--- config.mk ---
export PLATFORM = sky130hd
export DESIGN_NAME = pipeline_hazard_unit
export DESIGN_NICKNAME = d
export VERILOG_FILES = /design/src/rtl/hazard_pkg.sv /design/src/rtl/hazard_decode.sv /design/src/rtl/pipeline_hazard_unit.sv
export SDC_FILE = /design/constraint.sdc
export NUM_CORES = 1
export LEC_CHECK = 0
export CORE_ASPECT_RATIO = 0.75
export CORE_MARGIN = 2
export CORE_UTILIZATION = 46
export CTS_CLUSTER_DIAMETER = 120
export DETAILED_ROUTE_END_ITERATION = 8
export GPL_TIMING_DRIVEN = 0
export PLACE_DENSITY_LB_ADDON = 0.25
export SLEW_MARGIN = 40
export SYNTH_ARGS = -nofsm -noshare
export SYNTH_HDL_FRONTEND = slang
export SYNTH_HIERARCHICAL = 1
export SYNTH_SLANG_ARGS = --single-unit
--- constraint.sdc ---
create_clock -name clk -period 2.29 [get_ports clk]
set_input_delay 0.3435 -clock clk [delete_from_list [all_inputs] [get_ports clk]]
set_output_delay 0.3435 -clock clk [all_outputs]
set_load 0.05 [all_outputs]
--- src/rtl/hazard_pkg.sv ---
`default_nettype none
// ============================================================================
// Module      : hazard_pkg
// Description : Shared definitions for the pipeline hazard unit: RV32I
//               opcode values, the scoreboard entry layout and the
//               forward-select encoding.
// Revision    : 1.0 - initial release
// ============================================================================
package hazard_pkg;

    // RV32I major opcodes (inst[6:0])
    localparam logic [6:0] OP_R      = 7'b0110011;
    localparam logic [6:0] OP_I      = 7'b0010011;
    localparam logic [6:0] OP_LOAD   = 7'b0000011;
    localparam logic [6:0] OP_STORE  = 7'b0100011;
    localparam logic [6:0] OP_BRANCH = 7'b1100011;
    localparam logic [6:0] OP_LUI    = 7'b0110111;
    localparam logic [6:0] OP_AUIPC  = 7'b0010111;
    localparam logic [6:0] OP_JAL    = 7'b1101111;
    localparam logic [6:0] OP_JALR   = 7'b1100111;
    localparam logic [6:0] OP_SYSTEM = 7'b1110011;

    // Widest register address the scoreboard has to hold (RV32I).
    // Narrower configurations store their address zero-extended.
    localparam int RD_W = 5;

    // Forward-select value meaning "take the operand from the regfile".
    localparam int FWD_REGFILE = 0;

    typedef struct packed {
        logic            valid;
        logic [RD_W-1:0] rd;
        logic            is_load;
    } sb_entry_t;

endpackage : hazard_pkg
`default_nettype wire

--- src/rtl/hazard_decode.sv ---
`default_nettype none
// ============================================================================
// Module      : hazard_decode
// Description : Combinational decode of the ID instruction into the register
//               fields and the use/write/load flags the hazard logic needs.
//               Register fields are truncated to REG_AW LSBs.
// Ports       : i_inst      - instruction in ID
//               o_rs1/o_rs2 - source register addresses
//               o_rd        - destination register address
//               o_uses_rs1  - instruction reads rs1
//               o_uses_rs2  - instruction reads rs2
//               o_writes_rd - instruction writes a non-zero rd
//               o_is_load   - instruction is a load
// Revision    : 1.0 - initial release
// ============================================================================
module hazard_decode
    import hazard_pkg::*;
#(
    parameter int REG_AW = 5
) (
    input  logic [31:0]       i_inst,
    output logic [REG_AW-1:0] o_rs1,
    output logic [REG_AW-1:0] o_rs2,
    output logic [REG_AW-1:0] o_rd,
    output logic              o_uses_rs1,
    output logic              o_uses_rs2,
    output logic              o_writes_rd,
    output logic              o_is_load
);

    logic [6:0] w_opcode;
    logic       w_has_rd;
    // funct3/funct7/immediate bits are irrelevant to hazard detection
    logic       w_unused;

    assign w_opcode = i_inst[6:0];
    assign o_rd     = i_inst[7 +: REG_AW];
    assign o_rs1    = i_inst[15 +: REG_AW];
    assign o_rs2    = i_inst[20 +: REG_AW];
    assign w_unused = ^i_inst;

    always_comb begin
        o_uses_rs1 = 1'b0;
        o_uses_rs2 = 1'b0;
        w_has_rd   = 1'b0;
        o_is_load  = 1'b0;
        case (w_opcode)
            OP_R:      begin o_uses_rs1 = 1'b1; o_uses_rs2 = 1'b1; w_has_rd = 1'b1; end
            OP_I:      begin o_uses_rs1 = 1'b1; w_has_rd = 1'b1; end
            OP_LOAD:   begin o_uses_rs1 = 1'b1; w_has_rd = 1'b1; o_is_load = 1'b1; end
            OP_STORE:  begin o_uses_rs1 = 1'b1; o_uses_rs2 = 1'b1; end
            OP_BRANCH: begin o_uses_rs1 = 1'b1; o_uses_rs2 = 1'b1; end
            OP_LUI:    w_has_rd = 1'b1;
            OP_AUIPC:  w_has_rd = 1'b1;
            OP_JAL:    w_has_rd = 1'b1;
            OP_JALR:   begin o_uses_rs1 = 1'b1; w_has_rd = 1'b1; end
            OP_SYSTEM: o_uses_rs1 = 1'b1;
            default:   ;
        endcase
    end

    // x0 is hardwired zero, so writing it never creates a dependency
    assign o_writes_rd = w_has_rd && (o_rd != '0);

endmodule : hazard_decode
`default_nettype wire

--- src/rtl/pipeline_hazard_unit.sv ---
`default_nettype none
// ============================================================================
// Module      : pipeline_hazard_unit
// Description : Load-use stall and operand forwarding control for an RV32I
//               pipeline. A DEPTH-entry scoreboard records the destination of
//               every instruction issued from ID; entry k is the producer that
//               sits at pipeline source index k once the current ID
//               instruction reaches EX.
// Ports       : clk          - clock, all state on posedge
//               rst          - synchronous active-low reset
//               id_inst      - instruction currently in ID
//               id_valid     - ID holds a real instruction
//               hold         - global freeze, all state keeps its value
//               flush        - kill the ID instruction this cycle
//               stall        - comb: hold IF/ID, bubble into EX
//               issue        - comb: ID instruction advances to EX
//               fwd_sel_rs1  - reg: operand-1 source for EX (0 = regfile)
//               fwd_sel_rs2  - reg: operand-2 source for EX (0 = regfile)
//               stall_count  - saturating count of counted stall cycles
// Revision    : 1.0 - initial release
// ============================================================================
module pipeline_hazard_unit
    import hazard_pkg::*;
#(
    parameter int DEPTH    = 3,
    parameter int LOAD_LAT = 1,
    parameter int REG_AW   = 5,
    parameter int SEL_W    = $clog2(DEPTH + 1)
) (
    input  logic             clk,
    input  logic             rst,
    input  logic [31:0]      id_inst,
    input  logic             id_valid,
    input  logic             hold,
    input  logic             flush,
    output logic             stall,
    output logic             issue,
    output logic [SEL_W-1:0] fwd_sel_rs1,
    output logic [SEL_W-1:0] fwd_sel_rs2,
    output logic [31:0]      stall_count
);

    logic [REG_AW-1:0] w_rs1, w_rs2, w_rd;
    logic              w_uses_rs1, w_uses_rs2, w_writes_rd, w_is_load;

    sb_entry_t         r_sb [1:DEPTH];
    logic [DEPTH:1]    w_hit_rs1, w_hit_rs2;
    logic [SEL_W-1:0]  w_sel_rs1, w_sel_rs2;
    logic              w_lu_rs1, w_lu_rs2;
    sb_entry_t         w_new_entry;

    logic [SEL_W-1:0]  r_fwd_sel_rs1, r_fwd_sel_rs2;
    logic [31:0]       r_stall_count;

    hazard_decode #(
        .REG_AW (REG_AW)
    ) u_decode (
        .i_inst      (id_inst),
        .o_rs1       (w_rs1),
        .o_rs2       (w_rs2),
        .o_rd        (w_rd),
        .o_uses_rs1  (w_uses_rs1),
        .o_uses_rs2  (w_uses_rs2),
        .o_writes_rd (w_writes_rd),
        .o_is_load   (w_is_load)
    );

    // Per-entry address compare for both sources
    for (genvar k = 1; k <= DEPTH; k++) begin : g_match
        assign w_hit_rs1[k] = w_uses_rs1 && (w_rs1 != '0) && r_sb[k].valid &&
                              (r_sb[k].rd[REG_AW-1:0] == w_rs1);
        assign w_hit_rs2[k] = w_uses_rs2 && (w_rs2 != '0) && r_sb[k].valid &&
                              (r_sb[k].rd[REG_AW-1:0] == w_rs2);
    end

    // Scan oldest to youngest so the youngest hit is the last one written.
    // A load hit within LOAD_LAT stages has no data yet and must stall.
    always_comb begin
        w_sel_rs1 = SEL_W'(FWD_REGFILE);
        w_sel_rs2 = SEL_W'(FWD_REGFILE);
        w_lu_rs1  = 1'b0;
        w_lu_rs2  = 1'b0;
        for (int k = DEPTH; k >= 1; k--) begin
            if (w_hit_rs1[k]) begin
                w_sel_rs1 = SEL_W'(k);
                w_lu_rs1  = r_sb[k].is_load && (k <= LOAD_LAT);
            end
            if (w_hit_rs2[k]) begin
                w_sel_rs2 = SEL_W'(k);
                w_lu_rs2  = r_sb[k].is_load && (k <= LOAD_LAT);
            end
        end
    end

    assign stall = id_valid && !flush && (w_lu_rs1 || w_lu_rs2);
    assign issue = id_valid && !stall && !flush && !hold;

    always_comb begin
        w_new_entry = '0;
        if (issue) begin
            w_new_entry.valid   = w_writes_rd;
            w_new_entry.rd      = RD_W'(w_rd);
            w_new_entry.is_load = w_is_load;
        end
    end

    always_ff @(posedge clk) begin
        if (!rst) begin
            for (int k = 1; k <= DEPTH; k++) begin
                r_sb[k] <= '0;
            end
            r_fwd_sel_rs1 <= SEL_W'(FWD_REGFILE);
            r_fwd_sel_rs2 <= SEL_W'(FWD_REGFILE);
            r_stall_count <= '0;
        end else if (!hold) begin
            r_sb[1] <= w_new_entry;
            for (int k = 2; k <= DEPTH; k++) begin
                r_sb[k] <= r_sb[k-1];
            end
            r_fwd_sel_rs1 <= issue ? w_sel_rs1 : SEL_W'(FWD_REGFILE);
            r_fwd_sel_rs2 <= issue ? w_sel_rs2 : SEL_W'(FWD_REGFILE);
            // stall is already gated by flush
            if (stall && (r_stall_count != 32'hFFFF_FFFF)) begin
                r_stall_count <= r_stall_count + 32'd1;
            end
        end
    end

    assign fwd_sel_rs1 = r_fwd_sel_rs1;
    assign fwd_sel_rs2 = r_fwd_sel_rs2;
    assign stall_count = r_stall_count;

endmodule : pipeline_hazard_unit
`default_nettype wire

* Word level (Yosys, flattened, before mapping)
Memory sizes are Yosys's and may differ from the RTL's. Index checks and enable logic that the tools add are counted.
Storage, ports and cells: bits in latches 0, logic and storage cells 80, memory bits (writable) 21, bits in read-only memories 0, output and inout port bits 38, memories 1, register bits after elaboration 36
Memory list:
- r_sb | depth 3, width 7, rd ports 3, clocked after Yosys merged registers in 0, wr ports 3, RTL line pipeline_hazard_unit.sv:46 | sb_entry_t r_sb [1:DEPTH];
Operators by class: $add $sub $neg 1, $mul 0, order comparisons 0, bitwise gates (word level) 4, mux-type cells 22, reduce and logical (&&, ||, !) cells 32, shift-type cells 0, divide/modulo/power cells 0, eq/ne operators 17
Operator list (count):
- $add 32x1->32 const B | 1
- $ne 32x32->1 const B | 1
- $eq 5x5->1 | 6
- $eq 7x7->1 const B | 4
- $mux 7 | 4
- $eq 7x6->1 const B | 3
- $logic_and 1x1->1 | 21
- $mux 2 | 8
- $reduce_bool 5->1 | 3
- $eq 7x5->1 const B | 2
- $reduce_or 7->1 | 2
- $mux 1 | 10
- $eq 7x2->1 const B | 1
- $logic_not 1->1 | 3
- $or 1x1->1 | 3
- $reduce_or 3->1 | 1
- $reduce_and 2->1 | 1
- $logic_or 1x1->1 | 1
- $not 1->1 | 1

* Depth between registers and ports, before layout
Gate-level depths: netlist of the first run.
depth in word-level cells 15, depth in mapped cells 9, depth with buffers taken out 7

* Modules after synthesis
The synthesis of the first run kept the hierarchy.
Modules (own cells, without submodules):
- pipeline_hazard_unit | sequential area each 1291.2 µm², area an instance 3064.2 µm², times used 1, cells each 329
- hazard_decode | sequential area each 0.0 µm², area an instance 239.0 µm², times used 1, cells each 31

* Worst setup path after synthesis of the first run
OpenSTA, ideal clock, no wires.
path type input -> output, start point in id_inst[5], end point out stall, required time 1947 ps, buffers on the path 2, stages on the path 8, path slack -380 ps, arrival time 2326 ps, path through and2b_1 > a2111oi_2 > o21ai_2 > nor3_4 > o21ai_2 > buf_6 > buf_6 > nor2_1
Between the ends: cells in the longest elaborated chain, start to end 9, elaborated cells between the ends (all ways) 21
RTL lines:
- start: declaration | RTL line pipeline_hazard_unit.sv:32 | input logic [31:0] id_inst,
- $eq 7x7->1 (tied with other cells) | RTL line hazard_decode.sv:47 | case (w_opcode)
- $reduce_or 7->1 (no source line) *
- $mux 1 * | RTL line hazard_decode.sv:47
- named net w_uses_rs1 | RTL line pipeline_hazard_unit.sv:44 | logic w_uses_rs1, w_uses_rs2, w_writes_rd, w_is_load;
- $logic_and 1x1->1 * (3 in a row) | RTL line pipeline_hazard_unit.sv:70 | assign w_hit_rs1[k] = w_uses_rs1 && (w_rs1 != '0) && r_sb[k].valid &&
- $mux 1 * | RTL line pipeline_hazard_unit.sv:84 | if (w_hit_rs1[k]) begin
- $logic_or 1x1->1 * | RTL line pipeline_hazard_unit.sv:95 | assign stall = id_valid && !flush && (w_lu_rs1 || w_lu_rs2);
- $logic_and 1x1->1 * | RTL line pipeline_hazard_unit.sv:95
- end: declaration | RTL line pipeline_hazard_unit.sv:36 | output logic stall,
The timed path passes the listed nets; every way through them passes the cells marked *.

* Final worst setup path of the first run
start point in id_inst[22], end point out issue
Between the ends: cells in the longest elaborated chain, start to end 11, elaborated cells between the ends (all ways) 12
RTL lines:
- $reduce_bool 5->1 | RTL line pipeline_hazard_unit.sv:72 | assign w_hit_rs2[k] = w_uses_rs2 && (w_rs2 != '0) && r_sb[k].valid &&
- $logic_and 1x1->1 (2 in a row) | RTL line pipeline_hazard_unit.sv:72
- $logic_and 1x1->1 * | RTL line pipeline_hazard_unit.sv:72
- $mux 1 * | RTL line pipeline_hazard_unit.sv:88 | if (w_hit_rs2[k]) begin
- $logic_or 1x1->1 * | RTL line pipeline_hazard_unit.sv:95
- $logic_and 1x1->1 * | RTL line pipeline_hazard_unit.sv:95
- $logic_not 1->1 * | RTL line pipeline_hazard_unit.sv:96 | assign issue = id_valid && !stall && !flush && !hold;
- $logic_and 1x1->1 * (3 in a row) | RTL line pipeline_hazard_unit.sv:96
- end: declaration | RTL line pipeline_hazard_unit.sv:37 | output logic issue,
Mark *: on every way between the ends. The rest lies on a longest branch, timed or not.

==> results of run 1 <==
==> cell type report <==
cell class | instances | area (um2) | area share, %
plain buffers | 30 | 193 | 4.48
clock buffers | 5 | 68.8 | 1.60
clock inverters | 3 | 18.8 | 0.436
inverters | 3 | 11.3 | 0.262
multi-input cells | 271 | 1920 | 44.7
flip-flops and latches | 55 | 1300 | 30.2
well taps | 98 | 123 | 2.85
repair buffers | 70 | 663 | 15.4
==> where the power goes <==
part | switching [uW] | internal, uW
Clock | 327 | 217
Combinational | 103 | 96.8
Sequential | 21.5 | 1030
==> state kept, by name, indices dropped and copies added (netlist names) <==
register	flops
r_sb	19
stall_count	32
fwd_sel_rs2	2
fwd_sel_rs1	2
==> critical path: stages <==
cell	delay [ns]
buf_4	0.14
or4_4	0.53
o21ai_4	0.22
nor3_4	0.08
o21ai_4	0.18
buf_6	0.14
and2_4	0.15
buf_8	0.14
==> layer usage <==
metal	track usage [%]	share of wire (%)	routed length [um]
met5	0	0	0
met4	4.80	1.0	89
met3	4.50	8.7	766
met2	31.4	42	3720
met1	35.1	48	4190
==> synth_stat cells (all sizes together) (7+ instances only) <==
master	count
a21oi	20
and2	20
buf	22
clkbuf	9
dfxtp	36
edfxtp	19
mux2i	8
nand2	28
nand2b	10
nand3	17
nand4	13
nor2	13
nor3	7
nor4	10
o21ai	19
o31ai	7
or3	10
or4	11
xnor2	14
xor2	18
==> per-stage QoR <==
stage	setup TNS, ns	total power (uW)	instances
after global routing	-0.242	1870	535
after CTS	-0.00522	1800	527
after global placement	-41.98	1260	511
final	0	1800	535
after floorplan	0	1200	360
after detailed placement	-43.99	1270	511
==> final timing paths <==
path / end
max: issue
min: stall_count[18]
max reg2reg: stall_count[23]
min reg2reg: stall_count[18]
==> placed cells by master (no fill, tap or decap), types with 14 or more instances in the layout <==
master           synthesis  final
xor2_1                  18     18
nand3_1                 17     17
nand2_1                 27     25
a21oi_1                 20     15
edfxtp_1                19     19
buf_4                   15     30
o21ai_0                 14     14
dfxtp_1                 36     28
clkdlybuf4s50_1          0     44
and2_1                  20     19
xnor2_1                 14     14
==> logic make-up (layout without fill, tap and decap cells) <==
group | count (synthesis) | count (layout) | share of synthesized area (%)
simple gates | 166 | 166 | 30.5
compound gates | 64 | 64 | 12.7
flops | 55 | 55 | 39.1
buf+inv | 34 | 111 | 6.36
xor+xnor | 32 | 32 | 8.48
mux | 8 | 8 | 2.42
fa+ha+maj | 1 | 1 | 0.379
==> repair_timing <==
action                                  CTS  global route
buffers inserted                          9             8
hold endpoints to repair                  0             0
gates cloned                              0             0
pin swaps                                 6            16
endpoints found under the setup margin   63            26
resized for setup                        54            18
==> flow_summary.rst, run 1 <==
.. list-table::
   :header-rows: 1

   * - Metric
     - Value
   * - Number of max-slew violations in the final report
     - 0
   * - Synth cell types
     - 55
   * - Effective utilization at floorplan
     - 47.9%
   * - Cell type with the largest total area after synthesis
     - dfxtp_1
   * - Number of nets in the layout
     - 474
   * - Ratio of cells with drive above 1 in the final layout
     - about 22%
   * - Critical R2R Launch
     - r_sb[0][2]
   * - Critical path capture point type
     - output pin
   * - Area of the die
     - 0.00788 mm2
   * - Gate count of the mapped netlist
     - 360
   * - Syn avg cell area
     - a little over 9 um2
   * - Req. time, crit path
     - 1.95 ns
   * - Worst min-delay path class
     - flip-flop to flip-flop
   * - Clock slew at the register clock pins of the worst setup and hold paths
     - 0.10 ns
   * - Final worst path period need
     - 2.26 ns
   * - Number of flip-flops and latches in the synthesized netlist
     - 55
   * - Remaining max-slew budget at the tightest pin
     - about 55%
   * - Later-pin clock latency in the skew report
     - 0.31 ns
   * - Total length of routed wires
     - 8.77 mm
   * - Final hold slack
     - 0.484 ns
   * - Share of synthesized flip-flops with an asynchronous set or reset
     - 0%
   * - Critical path launch point
     - id_inst[22]
   * - Total overflow reported by the global router
     - 0
   * - End-of-flow core utilization
     - between 60 and 70%
   * - Hold Path Stages
     - 2
   * - Number of max-cap violations
     - 0
   * - Total number of vias
     - 3078
   * - Clock sink count
     - 55
   * - Cell area power density
     - 417 mW/mm2
   * - Setup repair after global routing missed its margin
     - yes
   * - Maximum number of pins on one net before global-route repair
     - 20
   * - Std-Cell Core Area
     - ~0.0069 mm2
   * - Number of buffers created by CTS
     - 5
   * - Timing-limited maximum frequency
     - 442 MHz
   * - Wire length of the first global-routing pass
     - 13.9 mm
   * - Area share of the leading cell type in the synthesized netlist
     - 21.8%
   * - Average detailed-routed wire length per instance
     - 16.4 um
   * - Number of warnings issued by yosys
     - 6
   * - Count of fill cells added during filler insertion
     - 621
   * - Final Hold Viols
     - 0
   * - Estimated wirelength of the detail-placed design
     - 6.40 mm
   * - Largest buffer count on any clock path
     - 2
   * - Number of DRC markers in iteration 0
     - about 230
   * - Number of global-route vias before repair
     - between 2000 and 3000
   * - Main synth FF type
     - dfxtp_1
   * - Area growth from synthesis to layout
     - 30.3%
   * - Slew of the pin with the lowest slew margin
     - about 0.67 ns
   * - Count of unresolved DRC violations after routing
     - 0
   * - Final standard cell area without fillers
     - 0.00430 mm2
   * - Synthesized area
     - ~0.0033 mm2
   * - Count of H-tree levels built during CTS
     - 2
   * - Final worst clock skew
     - 0.0141 ns
   * - Setup WS post-layout
     - between 0.02 and 0.03 ns
   * - Biggest area contributors in the synthesized netlist
     - dfxtp_1, edfxtp_1, xor2_1
   * - Post-route antenna net violation count
     - 0
   * - Via-per-instance ratio
     - 5.75
   * - Worst-case register-to-register setup slack
     - 0.10 ns
   * - Crit path DAT
     - ~1.9 ns
   * - Number of iterations in the first detailed-routing pass
     - 5
   * - Startpoint of the most critical hold path
     - stall_count[18]
   * - CTS tree
     - built
   * - Boundary Pins
     - 75
   * - RD Place Congestion
     - around 0.9
   * - # port buffers
     - 53
   * - Worst setup timing slack at the placement stage
     - -1.42 ns
   * - Kind of start point of the critical path
     - primary input
   * - Final setup fails
     - 0
   * - Overall Global Routing Usage
     - 22.4%
   * - Synthesized Nets
     - approximately 400
   * - Leakage power summed over all cells
     - 0.00146 uW
   * - Number of synthesized flops with an enable pin
     - 19
   * - Antenna violations before repair
     - 0
   * - Post-detailed-placement cell area
     - 0.00399 mm2
   * - Max Fanout on Critical Path
     - 4
   * - Sequential element share of the synthesized area
     - about two fifths
   * - Register-to-Register Path Depth
     - 8
   * - Cell Rows
     - 26
   * - Buffer cell driving the clock tree root
     - clkbuf_8
   * - Type of the worst setup path
     - primary input to output pin
   * - Maximum ir drop on the vdd rail
     - ~0.42 mV
   * - Diodes inserted
     - 0
   * - Die height
     - 77.4 um
   * - Post-route clock period utilization
     - between 90% and 100%
   * - Width of the die
     - 102 um
   * - Status
     - complete, no violations
   * - Count of hold buffers inserted by post-cts repair
     - 0
No activity file was read; power rests on OpenSTA's default activity.
==> run 2, diff against run 1 <==
--- a/config.mk
+++ b/config.mk
@@ -12,6 +12,7 @@
 export DETAILED_ROUTE_END_ITERATION = 8
 export GPL_TIMING_DRIVEN = 0
 export PLACE_DENSITY_LB_ADDON = 0.25
+export SKIP_LAST_GASP = 1
 export SLEW_MARGIN = 40
 export SYNTH_ARGS = -nofsm -noshare
 export SYNTH_HDL_FRONTEND = slang
==> flow_summary.rst, run 2 (synthesis gave the netlist of run 1 again) <==
.. list-table::
   :header-rows: 1

   * - Metric
     - Value
   * - Status
     - complete, no violations
   * - Cell area power density
     - 419 mW/mm2 (+0.41%)
   * - Kind of start point of the critical path
     - primary input
   * - Commonest cells after routing, fill and taps aside
     - clkdlybuf4s50_1, buf_4, dfxtp_1
   * - Post-route antenna net violation count
     - 0 (unchanged)
   * - Clock sink count
     - 55 (unchanged)
   * - CP top delay family
     - simple AND/OR/NAND/NOR gates
   * - Wire length of the first global-routing pass
     - 13.9 mm (unchanged)
   * - Worst setup timing slack at the placement stage
     - -1.42 ns (unchanged)
   * - Worst min-delay path class
     - flip-flop to flip-flop
   * - Max Fanout on Critical Path
     - 4 (unchanged)
   * - Overall Global Routing Usage
     - 22.4% (unchanged)
   * - Final cell count without fillers
     - 535 (unchanged)
   * - Total number of vias
     - 3090 (+0.39%)
   * - Most Crowded Layer GR
     - met1
   * - Post-detailed-placement cell area
     - 0.00399 mm2 (unchanged)
   * - Final worst clock skew
     - 0.0136 ns (-0.000565 ns)
   * - P_sw
     - 449 uW (-0.44%)
   * - Crit path top cell by count
     - o21ai_4
   * - Setup WS post-layout
     - 0.0340 ns (+0.00493 ns)
   * - Internal
     - 1340 uW (about the same)
   * - Critical path capture point type
     - output pin
   * - Fraction of power consumed by sequential logic
     - 58.7% (about the same)
   * - Later-pin clock latency in the skew report
     - 0.31 ns (about the same)
   * - # port buffers
     - 53 (unchanged)
   * - Reg area
     - 0.00130 mm2 (about the same)
   * - Final Hold Viols
     - 0 (unchanged)
   * - Placed instance count
     - 511 (unchanged)
   * - Remaining max-slew budget at the tightest pin
     - 55.0% (about the same)
   * - Slew of the pin with the lowest slew margin
     - 0.668 ns (-0.000305 ns)
   * - Slowest Stage Delay on Critical Path
     - 0.53 ns (about the same)
   * - Largest buffer count on any clock path
     - 2 (unchanged)
   * - Post-route clock period utilization
     - 98.5% (-0.22 points)
   * - Std-Cell Core Area
     - 0.00690 mm2 (unchanged)
   * - Count of unresolved DRC violations after routing
     - 0 (unchanged)
   * - Type of the worst setup path
     - primary input to output pin
   * - Estimated wirelength of the detail-placed design
     - 6.40 mm (unchanged)
   * - Number of global-route vias before repair
     - 2832 (unchanged)
   * - Met1 track utilization from global routing
     - 35.1% (unchanged)
   * - Final setup fails
     - 0 (unchanged)
   * - Final hold slack
     - 0.487 ns (+0.00303 ns)
   * - Maximum ir drop on the vdd rail
     - 0.417 mV (-1.5%)
   * - Met3 track demand over resource
     - 4.50% (unchanged)
   * - Clock Power Share
     - 30.2% (about the same)
   * - Final standard cell area without fillers
     - 0.00428 mm2 (-0.52%)
   * - CP Buf/Inv Count
     - 3 (unchanged)
   * - Total power after layout
     - 1790 uW (-0.11%)
   * - Diodes inserted
     - 0 (unchanged)
   * - Antenna violations before repair
     - 0 (unchanged)
   * - Number of flip-flops under the largest register name
     - 32 (unchanged)
   * - Maximum number of pins on one net before global-route repair
     - 20 (unchanged)
   * - Commonest non-fill, non-tap cell in the layout
     - clkdlybuf4s50_1
   * - Number of max-cap violations
     - 0 (unchanged)
   * - Req. time, crit path
     - 1.95 ns (about the same)
   * - Die height
     - 77.4 um (unchanged)
   * - Buffer cell driving the clock tree root
     - clkbuf_8
   * - Boundary Pins
     - 75 (unchanged)
   * - Leakage power summed over all cells
     - 0.00146 uW (-0.26%)
   * - Timing-limited maximum frequency
     - 443 MHz (+0.22%)
   * - Number of max-slew violations in the final report
     - 0 (unchanged)
   * - Number of DRC markers in iteration 0
     - 235 (+2.6%)
   * - Number of nets in the layout
     - 474 (unchanged)
   * - Ratio of cells with drive above 1 in the final layout
     - 20.1% (-1.4 points)
   * - Area of the die
     - 0.00788 mm2 (unchanged)
   * - Combinational group share of total power
     - 11.1% (about the same)
   * - Multi-input gate area
     - 0.00190 mm2 (-1.1%)
   * - Via-per-instance ratio
     - 5.78 (+0.39%)
   * - Cells along the critical path
     - buf_4 > or4_4 > o21ai_4 > nor3_4 > o21ai_4 > buf_6 > and2_4 > buf_8
   * - Number of buffers created by CTS
     - 5 (unchanged)
   * - Area growth from synthesis to layout
     - 29.6%
   * - Average detailed-routed wire length per instance
     - 16.3 um (-0.32%)
   * - Total length of routed wires
     - 8.74 mm (-0.32%)
   * - Number of iterations in the first detailed-routing pass
     - 5 (unchanged)
   * - RD Place Congestion
     - 0.903 (unchanged)
   * - Final worst path period need
     - 2.26 ns (-0.00493 ns)
   * - Effective utilization at floorplan
     - 47.9% (unchanged)
   * - CTS tree
     - built
   * - Total overflow reported by the global router
     - 0 (unchanged)
   * - Width of the die
     - 102 um (unchanged)
   * - Count of fill cells added during filler insertion
     - 623 (+0.32%)
   * - Crit path DAT
     - 1.91 ns (about the same)
   * - Cell Rows
     - 26 (unchanged)
   * - Switching Share
     - 25.1% (-0.083 points)
   * - Met2 track utilization from global routing
     - 31.4% (unchanged)
   * - Clock slew at the register clock pins of the worst setup and hold paths
     - 0.11 ns (about the same)
   * - Setup repair after global routing missed its margin
     - yes
   * - Count of H-tree levels built during CTS
     - 2 (unchanged)
   * - Crit-path slowest cell
     - or4_4
run 2: cell counts in the layout (fill, tap and decap cells not counted):
No cell type changed its count.
run 2: power groups by stage:
stage          logic (uW)  clock network [uW]  registers (uW)
2_1_floorplan         127                   0            1070
3_3_place_gp          183                   0            1070
3_5_place_dp          190                   0            1070
4_1_cts               199                 550            1050
5_1_grt               216                 597            1060
6_report              199                 542            1050
run 2: metal layers:
| metal | part of all wire (%) | wire length, um | vias to the layer above |
|---|---|---|---|
| li1 | - | - | 1468 |
| met1 | 47 | 4110 | 1457 |
| met2 | 42 | 3680 | 152 |
| met3 | 9.8 | 857 | 13 |
| met4 | 1.1 | 100 | 0 |
| met5 | 0 | 0 | - |
run 2: through the flow:
step	TNS, ns	util (%)
after CTS	-0.00522	60.9
after detailed placement	-43.99	57.9
after global placement	-41.98	57.9
after floorplan	0	-
final	0	62.1
after global routing	-0.408	62.1
run 2: timing repair:
action                                  4_1_cts  5_1_grt
endpoints found under the setup margin       63       26
hold buffers                                  0        0
setup buffers                                 9        8
gates resized for setup                      54       12
pin swaps                                     6       10
run 2: layout make-up:
cell class,instances,area share [%]
plain buffers,30,4.50
clock inverters,3,0.438
clock buffers,5,1.61
repair buffers,70,15.5
flip-flops and latches,55,30.4
inverters,3,0.263
multi-input cells,271,44.5
well taps,98,2.86
run 2: final timing paths:
kind / startpoint / to / slack [ns] / cells past startpoint
max reg2reg: r_sb[0][2] / stall_count[23] / 0.09 / 8
min: stall_count[18] / stall_count[18] / 0.49 / 2
max: id_inst[22] / issue / 0.03 / 8
min reg2reg: stall_count[18] / stall_count[18] / 0.49 / 2
run 2: tightest hold or removal path, cell delays in order, from the launching register on:
cell     delay, ns
dfxtp_1       0.34
nand2_1       0.06
mux2i_1       0.05
==> run 3, diff against run 2 <==
--- a/config.mk
+++ b/config.mk
@@ -7,7 +7,7 @@
 export LEC_CHECK = 0
 export CORE_ASPECT_RATIO = 0.75
 export CORE_MARGIN = 2
-export CORE_UTILIZATION = 46
+export CORE_UTILIZATION = 51
 export CTS_CLUSTER_DIAMETER = 120
 export DETAILED_ROUTE_END_ITERATION = 8
 export GPL_TIMING_DRIVEN = 0
==> constraint.sdc (replaced) <==
create_clock -name clk -period 2.5 [get_ports clk]
set_input_delay 0.375 -clock clk [delete_from_list [all_inputs] [get_ports clk]]
set_output_delay 0.375 -clock clk [all_outputs]
set_load 0.05 [all_outputs]
==> flow_summary.rst, run 3 (synthesis gave the netlist of run 1 again) <==
.. list-table::
   :header-rows: 1

   * - Metric
     - Value
   * - Total number of vias
     - 3127 (+1.2%)
   * - Maximum ir drop on the vdd rail
     - 0.291 mV (-30%)
   * - Crit path DAT
     - 2.12 ns (+0.21 ns)
   * - Req. time, crit path
     - 2.12 ns (+0.17 ns)
   * - Post-route clock period utilization
     - approximately 100%
   * - Wire length of the first global-routing pass
     - 14.1 mm (+1.2%)
   * - Clock sink count
     - 55 (unchanged)
   * - Number of global-route vias before repair
     - 2958 (+4.4%)
   * - Count of unresolved DRC violations after routing
     - 0 (unchanged)
   * - Width of the die
     - 96.9 um (-4.8%)
   * - Critical path capture point type
     - output pin
   * - Antenna violations before repair
     - 0 (unchanged)
   * - Commonest cells after routing, fill and taps aside
     - clkdlybuf4s50_1, dfxtp_1, buf_4
   * - Final setup fails
     - 0 (unchanged)
   * - Status
     - complete, no violations
   * - Critical R2R Launch
     - r_sb[0][5]
   * - Number of DRC markers in iteration 0
     - 219 (-6.8%)
   * - Crit Reg-Reg Endpoint
     - stall_count[21]
   * - Number of nets in the layout
     - 474 (unchanged)
   * - Final worst clock skew
     - 0.0146 ns (+0.000975 ns)
   * - Average detailed-routed wire length per instance
     - 16.7 um (+1.9%)
   * - Setup repair after global routing missed its margin
     - yes
   * - Worst setup timing slack at the placement stage
     - -1.34 ns (+0.0812 ns)
   * - Kind of start point of the critical path
     - primary input
   * - Effective utilization at floorplan
     - 52.5% (+4.6 points)
   * - Setup TNS
     - 0 ns (unchanged)
   * - Largest buffer count on any clock path
     - 2 (unchanged)
   * - Type of the worst setup path
     - primary input to output pin
   * - Estimated wirelength of the detail-placed design
     - 6.23 mm (-2.7%)
   * - RD Place Congestion
     - 0.899 (-0.44%)
   * - Number of iterations in the first detailed-routing pass
     - 5 (unchanged)
   * - Ratio of cells with drive above 1 in the final layout
     - 18.3% (-1.8 points)
   * - Number of max-cap violations
     - 0 (unchanged)
   * - Final Hold Viols
     - 0 (unchanged)
   * - Max Fanout on Critical Path
     - 8 (+4)
   * - Std-Cell Core Area
     - 0.00629 mm2 (-8.8%)
   * - Number of max-slew violations in the final report
     - 0 (unchanged)
   * - # port buffers
     - 53 (unchanged)
   * - Clock slew at the register clock pins of the worst setup and hold paths
     - 0.08 ns (-0.03 ns)
   * - Leakage power summed over all cells
     - 0.00145 uW (-0.60%)
   * - CTS tree
     - built
   * - Number of buffers created by CTS
     - 5 (unchanged)
   * - Final worst path period need
     - around 2.5 ns
   * - Via-per-instance ratio
     - 6.04 (+4.5%)
   * - Die height
     - 73.7 um (-4.8%)
   * - Overall Global Routing Usage
     - 24.9% (+2.5 points)
   * - Buffer cell driving the clock tree root
     - clkbuf_8
   * - Cell Rows
     - 25 (-3.8%)
   * - Critical path launch point
     - id_inst[4]
   * - Total overflow reported by the global router
     - 0 (unchanged)
   * - Commonest non-fill, non-tap cell in the layout
     - clkdlybuf4s50_1
   * - Startpoint of the most critical hold path
     - id_inst[5]
   * - Register-to-Register Path Depth
     - 9 (+1)
   * - Boundary Pins
     - 75 (unchanged)
   * - Count of H-tree levels built during CTS
     - 2 (unchanged)
   * - Maximum number of pins on one net before global-route repair
     - 20 (unchanged)
   * - Worst-case register-to-register setup slack
     - 0.23 ns (+0.14 ns)
   * - Cell area power density
     - 383 mW/mm2 (-8.5%)
   * - Number of flip-flops under the largest register name
     - 32 (unchanged)
   * - Area growth from synthesis to layout
     - 29.0%
   * - Timing-limited maximum frequency
     - 401 MHz
   * - Slew of the pin with the lowest slew margin
     - 0.695 ns (+0.0263 ns)
   * - Remaining max-slew budget at the tightest pin
     - 53.2% (-1.8 points)
   * - Diodes inserted
     - 0 (unchanged)
   * - Worst min-delay path class
     - primary input to flip-flop
   * - Area of the die
     - 0.00714 mm2 (-9.4%)
   * - Post-route antenna net violation count
     - 0 (unchanged)
   * - Min-Delay Endpoint
     - r_sb[0][0]
   * - Total length of routed wires
     - 8.63 mm (-1.3%)
   * - Later-pin clock latency in the skew report
     - 0.31 ns (about the same)
   * - Hold Path Stages
     - 3 (+1)
   * - Setup WS post-layout
     - 0.00883 ns (-0.0252 ns)
-- run 3: report_power, final --
part / internal [uW] / switching, uW / total [uW]
registers: 944 / 19.8 / 964
clock network: 201 / 284 / 486
logic: 90.3 / 93.5 / 184
total: 1240 / 398 / 1630
-- run 3: what timing repair did --
action	4_1_cts	5_1_grt
endpoints found under the setup margin	62	46
resized for setup	34	34
setup buffers	13	5
endpoints found under the hold margin	0	0
pin swaps	7	8
hold buffers	0	0
-- run 3: layout make-up --
type,count,area (um2)
Fill cell,500,2030
Multi-Input combinational cell,271,1900
Sequential cell,55,1290
Timing Repair Buffer,69,667
Buffer,31,204
Tap cell,81,101
Clock buffer,7,77.6
Inverter,3,11.3
Clock inverter,1,5.00
-- run 3: worst max-delay path, stage by stage --
cell,delay (ns)
buf_8,0.10
nand2b_4,0.14
a2111oi_4,0.45
o21ai_2,0.15
nor3_4,0.23
o21ai_2,0.11
buf_6,0.14
buf_8,0.13
and2_4,0.14
buf_8,0.14
-- run 3: worst max path at each step --
stage                     endpoint  slack [ns]
after floorplan              stall      -0.006
after global placement       stall       -1.32
after detailed placement     stall       -1.34
after CTS                    issue       -0.02
after global routing         issue       -0.06
final                        issue       0.009
-- run 3: per-layer routing --
metal / track usage [%] / vias to the layer above / wire, um
met3: 5.71 / 16 / 685
li1: - / 1463 / -
met5: 0 / - / 0
met4: 7.82 / 0 / 146
met2: 39.0 / 159 / 3770
met1: 34.6 / 1489 / 4030
-- run 3: per-stage QoR --
stage | std cells | util [%] | area [um2] | power (uW) | hold slack, ns
global placement | 494 | 62.6 | 3940 | 1150 | 0.473
floorplan | 360 | - | 3310 | 1090 | 0.525
CTS | 515 | 66.1 | 4160 | 1630 | 0.500
global route | 518 | 67.8 | 4260 | 1690 | 0.464
finish | 518 | 67.8 | 4260 | 1630 | 0.471
detailed placement | 494 | 62.6 | 3940 | 1160 | 0.487
